==> config.mk <==
export PLATFORM = sky130hd
export DESIGN_NAME = div_sign_ctrl
export DESIGN_NICKNAME = d
export VERILOG_FILES = /design/src/rtl/div_sign_ctrl.sv
export SDC_FILE = /design/constraint.sdc
export NUM_CORES = 2
export LEC_CHECK = 0
export CORE_MARGIN = 2
export CORE_UTILIZATION = 58
export DETAILED_ROUTE_END_ITERATION = 10
export PLACE_DENSITY = 0.85
export SYNTH_ARGS = -nofsm -noshare
export SYNTH_HDL_FRONTEND = slang
export SYNTH_SLANG_ARGS = --single-unit
==> constraint.sdc <==
create_clock -name clk -period 89.9 [get_ports clk]
set_input_delay 17.98 -clock clk [delete_from_list [all_inputs] [get_ports clk]]
set_output_delay 17.98 -clock clk [all_outputs]
set_load 0.03 [all_outputs]
==> src/rtl/div_sign_ctrl.sv <==
// Signed/unsigned operand conditioning and result collection around the pipelined
// unsigned divider: magnitude issue, lock-step sign sideband, zero-divisor override, output FIFO.
module div_sign_ctrl #(
  parameter int XLEN    = 32,
  parameter int LATENCY = 4,
  parameter int TAGW    = 4,
  parameter int DEPTH   = 8
) (
  input  logic            clk,
  input  logic            rst,
  input  logic            in_vld,
  output logic            in_rdy,
  input  logic [XLEN-1:0] in_a,
  input  logic [XLEN-1:0] in_b,
  input  logic            in_signed,
  input  logic [TAGW-1:0] in_tag,
  output logic            div_vld,
  output logic [XLEN-1:0] div_a,
  output logic [XLEN-1:0] div_b,
  input  logic [XLEN-1:0] div_quo,
  input  logic [XLEN-1:0] div_rem,
  input  logic            div_ack,
  output logic            out_vld,
  input  logic            out_rdy,
  output logic [XLEN-1:0] out_quo,
  output logic [XLEN-1:0] out_rem,
  output logic [TAGW-1:0] out_tag,
  output logic            out_dz,
  output logic            err
);
  localparam int CW = $clog2(DEPTH + 1);
  localparam int PW = (DEPTH > 1) ? $clog2(DEPTH) : 1;

  typedef struct packed {
    logic            v;
    logic            nq;
    logic            nr;
    logic            dz;
    logic [XLEN-1:0] a;
    logic [TAGW-1:0] tag;
  } sb_t;

  function automatic logic [PW-1:0] ptr_inc(input logic [PW-1:0] p);
    return (p == PW'(DEPTH - 1)) ? '0 : p + PW'(1);
  endfunction

  // Handshake: a transfer happens on a rising edge where valid and ready are both high;
  // in_rdy never depends on in_vld, and out_vld never depends on out_rdy.
  logic          accept, pop;
  logic [CW-1:0] used_q, used_d;

  assign in_rdy = (used_q < CW'(DEPTH));
  assign accept = in_vld & in_rdy;
  assign pop    = out_vld & out_rdy;

  // Credits cover in-flight operations plus FIFO occupancy, so the FIFO cannot overflow.
  always_comb begin
    used_d = used_q;
    if (accept && !pop)      used_d = used_q + CW'(1);
    else if (pop && !accept) used_d = used_q - CW'(1);
  end

  logic            a_neg, b_neg;
  sb_t             iss_d, iss_q;
  logic            div_vld_q;
  logic [XLEN-1:0] div_a_q, div_b_q;

  always_comb begin
    a_neg     = in_signed & in_a[XLEN-1];
    b_neg     = in_signed & in_b[XLEN-1];
    iss_d     = '0;
    iss_d.v   = accept;
    iss_d.nq  = a_neg ^ b_neg;
    iss_d.nr  = a_neg;
    iss_d.dz  = (in_b == '0);
    iss_d.a   = in_a;
    iss_d.tag = in_tag;
  end

  always_ff @(posedge clk or posedge rst) begin
    if (rst) begin
      used_q    <= '0;
      div_vld_q <= 1'b0;
      div_a_q   <= '0;
      div_b_q   <= '0;
      iss_q     <= '0;
    end else begin
      used_q    <= used_d;
      div_vld_q <= accept;
      iss_q     <= iss_d;
      if (accept) begin
        div_a_q <= a_neg ? -in_a : in_a;
        div_b_q <= b_neg ? -in_b : in_b;
      end
    end
  end

  assign div_vld = div_vld_q;
  assign div_a   = div_a_q;
  assign div_b   = div_b_q;

  // Sideband trails the issue register by one edge so its last entry lines up with div_ack.
  sb_t sb_q [LATENCY+1];

  always_ff @(posedge clk or posedge rst) begin
    if (rst) begin
      for (int i = 0; i <= LATENCY; i++) sb_q[i] <= '0;
    end else begin
      sb_q[0] <= iss_q;
      for (int i = 1; i <= LATENCY; i++) sb_q[i] <= sb_q[i-1];
    end
  end

  sb_t             last;
  logic            wr;
  logic [XLEN-1:0] wr_quo, wr_rem;

  always_comb begin
    last   = sb_q[LATENCY];
    wr     = last.v;
    wr_quo = last.dz ? {XLEN{1'b1}} : (last.nq ? -div_quo : div_quo);
    wr_rem = last.dz ? last.a : (last.nr ? -div_rem : div_rem);
  end

  logic [XLEN-1:0] quo_mem [DEPTH];
  logic [XLEN-1:0] rem_mem [DEPTH];
  logic [TAGW-1:0] tag_mem [DEPTH];
  logic            dz_mem  [DEPTH];
  logic [PW-1:0]   wr_ptr_q, rd_ptr_q;
  logic [CW-1:0]   cnt_q, cnt_d;
  logic            err_q;

  always_comb begin
    cnt_d = cnt_q;
    if (wr && !pop)      cnt_d = cnt_q + CW'(1);
    else if (pop && !wr) cnt_d = cnt_q - CW'(1);
  end

  always_ff @(posedge clk or posedge rst) begin
    if (rst) begin
      for (int i = 0; i < DEPTH; i++) begin
        quo_mem[i] <= '0;
        rem_mem[i] <= '0;
        tag_mem[i] <= '0;
        dz_mem[i]  <= 1'b0;
      end
      wr_ptr_q <= '0;
      rd_ptr_q <= '0;
      cnt_q    <= '0;
      err_q    <= 1'b0;
    end else begin
      cnt_q <= cnt_d;
      if (wr) begin
        quo_mem[wr_ptr_q] <= wr_quo;
        rem_mem[wr_ptr_q] <= wr_rem;
        tag_mem[wr_ptr_q] <= last.tag;
        dz_mem[wr_ptr_q]  <= last.dz;
        wr_ptr_q          <= ptr_inc(wr_ptr_q);
        if (!div_ack) err_q <= 1'b1;
      end
      if (pop) rd_ptr_q <= ptr_inc(rd_ptr_q);
    end
  end

  assign out_vld = (cnt_q != '0);
  assign out_quo = quo_mem[rd_ptr_q];
  assign out_rem = rem_mem[rd_ptr_q];
  assign out_tag = tag_mem[rd_ptr_q];
  assign out_dz  = dz_mem[rd_ptr_q];
  assign err     = err_q;
endmodule

==> metrics <==
outcome=completed; launch point of the worst path=rd_ptr_q[0]$_DFFE_PP0P_; starting density of the core=0.587; flops & latches, synth=871; Data arrival, critical path=4180 ps; Filler Cell Count=4219; count of endpoints failing setup in the final report=0; RSZ-0062 raised after global routing=false; final worst path period share=0.246; maximum vdd ir drop=0.0142 mV; Total Nets Final=3518; clock slew seen by the registers of the worst setup and hold paths=70 ps; min-delay worst type=reg -> reg; GP Congestion=0.923; area of the placeable core=61700 um^2; Vias per Instance=6.11; sum of overflow across all layers after global routing=0; shortest period the worst path allows=22160 ps; worst endpoint required time=71920 ps; total placed instance area=39600 um^2; H-Tree Depth=3; worst hold endpoint=sb_q[81]$_DFF_PP0_; global-route wire length before repair=146000 um; Top Ports=275; cell type with the highest aggregate area in the netlist=sky130_fd_sc_hd__dfrtp_1; TritonCTS sink count=871; die area=64500 um^2; count of max-cap constraint violations=0; synth top area cells=sky130_fd_sc_hd__dfrtp_1 60%, sky130_fd_sc_hd__mux4_2 8.6%, sky130_fd_sc_hd__nand2_1 5.4%, sky130_fd_sc_hd__o21ai_0 5.3%, sky130_fd_sc_hd__nor2_1 3.4%; Port Buffers=274; multi-input logic area=13700 um^2; Hold Path Stages=0; TritonCTS buffer count=85; maximum number of pins on one net before global-route repair=134; Post-CTS Repair Setup Buffers=0; DRC viols=0; remaining antenna violation count after routing=0; path type of the worst setup path=reg -> out; number of global-route vias before repair=26500; count of routing violations after the opening detailed-route iteration=2420; Clock Latency Late Sink=650 ps; hold violation count in the final report=0; Mapped Nets=3324; Die Wd=254 um; power density over the cells=19.3 nW/um^2; maximum clock frequency=0.0451 GHz; worst slew margin relative to its limit=0.206; fraction of registers with async set or reset after synthesis=1.00; sequential fraction of the synthesis area=0.601; critical path launch point type=flip-flop; fin util=0.691; Global Route Usage Sum=0.293; number of library cell types mapped by synthesis=57; Clock Path Buffers=3; most frequently used flop master after synthesis=sky130_fd_sc_hd__dfrtp_1; setup TNS after final layout=0 ps; biggest fanout along the worst timing path=50; ratio of cells with drive above 1 in the final layout=0.134; slew at the pin closest to its max-slew limit=1180 ps; reg-to-reg startpoint=wr$_DFF_PP0_; area share of the largest cell type after synthesis=0.601; worst reg2reg path depth=4; Layout Cell Area excl Fill=42700 um^2; cell count after synthesis=3170; half-perimeter wire length after detailed placement=55500 um; startpoint of the worst hold path=sb_q[121]$_DFF_PP0_; Die Ht=254 um; Setup crit end kind=output port; Resize count post-CTS=0; wire length on met1=35200 um; number of hold buffers added after CTS=0; length of routed met3 wiring=8720 um; TritonCTS clock tree=yes; first drt pass iteration count=6; post-synthesis to final-layout area growth=17.7%; Post-Synthesis Mean Instance Area=11.4 um^2; Clock Root Buffer=sky130_fd_sc_hd__clkbuf_16; Reg2Reg Setup Slack=86670 ps; routed vias=26100; antenna violations before repair=9; sequential cell area=21800 um^2; Post-Synthesis Cell Area=36200 um^2; uppermost routed layer=met5; routed length on met2=45400 um; row cnt=91; worst reg2reg endpoint=quo_mem[255]$_DFFE_PP0P_; number of flops mapped to enable cells by yosys=0; static leakage=17.6 nW; Avg WL per Cell=21.6 um; number of pins with negative max-slew slack in the final report=0; total wire length=92300 um; count of yosys warnings during synthesis=0; Worst Clk Skew=41.7 ps
-- critical path, cell delays in order, from the launching register on --
cell	delay (ps)
sky130_fd_sc_hd__dfrtp_4	1020
sky130_fd_sc_hd__buf_4	900
sky130_fd_sc_hd__mux4_2	610
sky130_fd_sc_hd__mux2_2	330
sky130_fd_sc_hd__clkdlybuf4s50_1	620
-- area by class of cell --
type                       instances  area share
sequential                       871       0.511
multi-input combinational       2073       0.320
timing repair buffer             312      0.0710
clock buffer                     112      0.0570
tap                              837      0.0245
clock inverter                    40      0.0140
inverter                          21     0.00202
antenna                            3    0.000176
-- cell usage after synthesis, types with 8 or more instances --
| cell | number |
|---|---|
| sky130_fd_sc_hd__nor4_1 | 26 |
| sky130_fd_sc_hd__mux2_2 | 83 |
| sky130_fd_sc_hd__xnor2_1 | 71 |
| sky130_fd_sc_hd__o41ai_1 | 17 |
| sky130_fd_sc_hd__ha_1 | 14 |
| sky130_fd_sc_hd__o21ai_0 | 382 |
| sky130_fd_sc_hd__clkbuf_1 | 167 |
| sky130_fd_sc_hd__mux2i_1 | 27 |
| sky130_fd_sc_hd__a21oi_2 | 8 |
| sky130_fd_sc_hd__or3_1 | 16 |
| sky130_fd_sc_hd__nand3_1 | 10 |
| sky130_fd_sc_hd__nor3_1 | 25 |
| sky130_fd_sc_hd__inv_1 | 21 |
| sky130_fd_sc_hd__nand2b_1 | 15 |
| sky130_fd_sc_hd__or4_1 | 9 |
| sky130_fd_sc_hd__xor2_1 | 41 |
| sky130_fd_sc_hd__dfrtp_1 | 871 |
| sky130_fd_sc_hd__nand4_1 | 8 |
| sky130_fd_sc_hd__nor2_1 | 329 |
| sky130_fd_sc_hd__a22o_1 | 8 |
| sky130_fd_sc_hd__mux4_2 | 138 |
| sky130_fd_sc_hd__o22ai_1 | 64 |
| sky130_fd_sc_hd__buf_1 | 32 |
| sky130_fd_sc_hd__a21oi_1 | 155 |
| sky130_fd_sc_hd__o31ai_1 | 36 |
| sky130_fd_sc_hd__nand2_1 | 523 |
-- stage by stage --
stage / power [mW] / setup WS [ps] / instances / hold slack (ps)
6_report: 0.824 / 67740 / 4269 / 312
3_3_place_gp: 0.448 / 67810 / 4114 / 331
2_1_floorplan: 0.430 / 47440 / 3170 / 331
4_1_cts: 0.829 / 67670 / 4266 / 311
5_1_grt: 0.850 / 67510 / 4267 / 332
3_5_place_dp: 0.449 / 67700 / 4114 / 335
-- worst max path at each step --
stage | end | slack, ps | cells after the start
floorplan | cnt_q[0]$_DFFE_PP0P_ | 47440 | 1
global placement | iss_q[10]$_DFF_PP0_ | 67810 | 5
detailed placement | sb_q[128]$_DFF_PP0_ | 67700 | 5
CTS | out_rem[13] | 67670 | 4
global route | out_rem[29] | 67510 | 4
finish | out_rem[29] | 67740 | 4
-- routing by layer --
| layer | global-route usage | up-vias |
|---|---|---|
| met5 | 0 | - |
| met4 | 0.108 | 12 |
| met3 | 0.0694 | 236 |
| met2 | 0.484 | 1343 |
| met1 | 0.380 | 13100 |
| li1 | - | 11400 |
-- cell usage in the layout, fill, tap and decap left out, drive strengths merged, types with 18 or more instances in the layout --
master / synthesis / routed
dfrtp: 871 / 871
clkbuf: 167 / 112
o31ai: 37 / 37
mux2i: 27 / 27
o21ai: 385 / 385
clkdlybuf4s50: 0 / 274
mux4: 138 / 138
inv: 21 / 28
a21oi: 163 / 163
nand2: 523 / 523
mux2: 83 / 83
xor2: 44 / 44
o22ai: 64 / 64
nor2: 333 / 333
nor3: 25 / 25
buf: 38 / 38
o41ai: 18 / 18
xnor2: 71 / 71
nor4: 26 / 26
-- cells by family after synthesis --
| family | count (synthesis) | synth area share |
|---|---|---|
| AO/OA/AOI/OAI | 698 | 0.107 |
| XOR/XNOR | 115 | 0.0284 |
| adder cells (fa/ha/maj) | 16 | 0.00594 |
| buffers and inverters | 226 | 0.0242 |
| flip-flops | 871 | 0.601 |
| multiplexers | 248 | 0.119 |
| AND/OR/NAND/NOR | 996 | 0.114 |
-- state kept, by name (all words and copies together) (netlist names) --
signal	count
div_vld	1
sb_q	160
rd_ptr_q	3
tag_mem	32
used_q	4
quo_mem	256
wr_ptr_q	3
iss_q	39
wr	1
rem_mem	256
dz_mem	8
cnt_q	4
div_a	32
div_b	32
last	39
err	1
-- where the power goes --
group | internal [mW] | total [mW] | switching [mW]
clock | 0.224 | 0.382 | 0.158
combinational | 0.0131 | 0.0406 | 0.0275
sequential | 0.399 | 0.402 | 0.00310
Note: power is estimated with default switching activity, not from simulation.
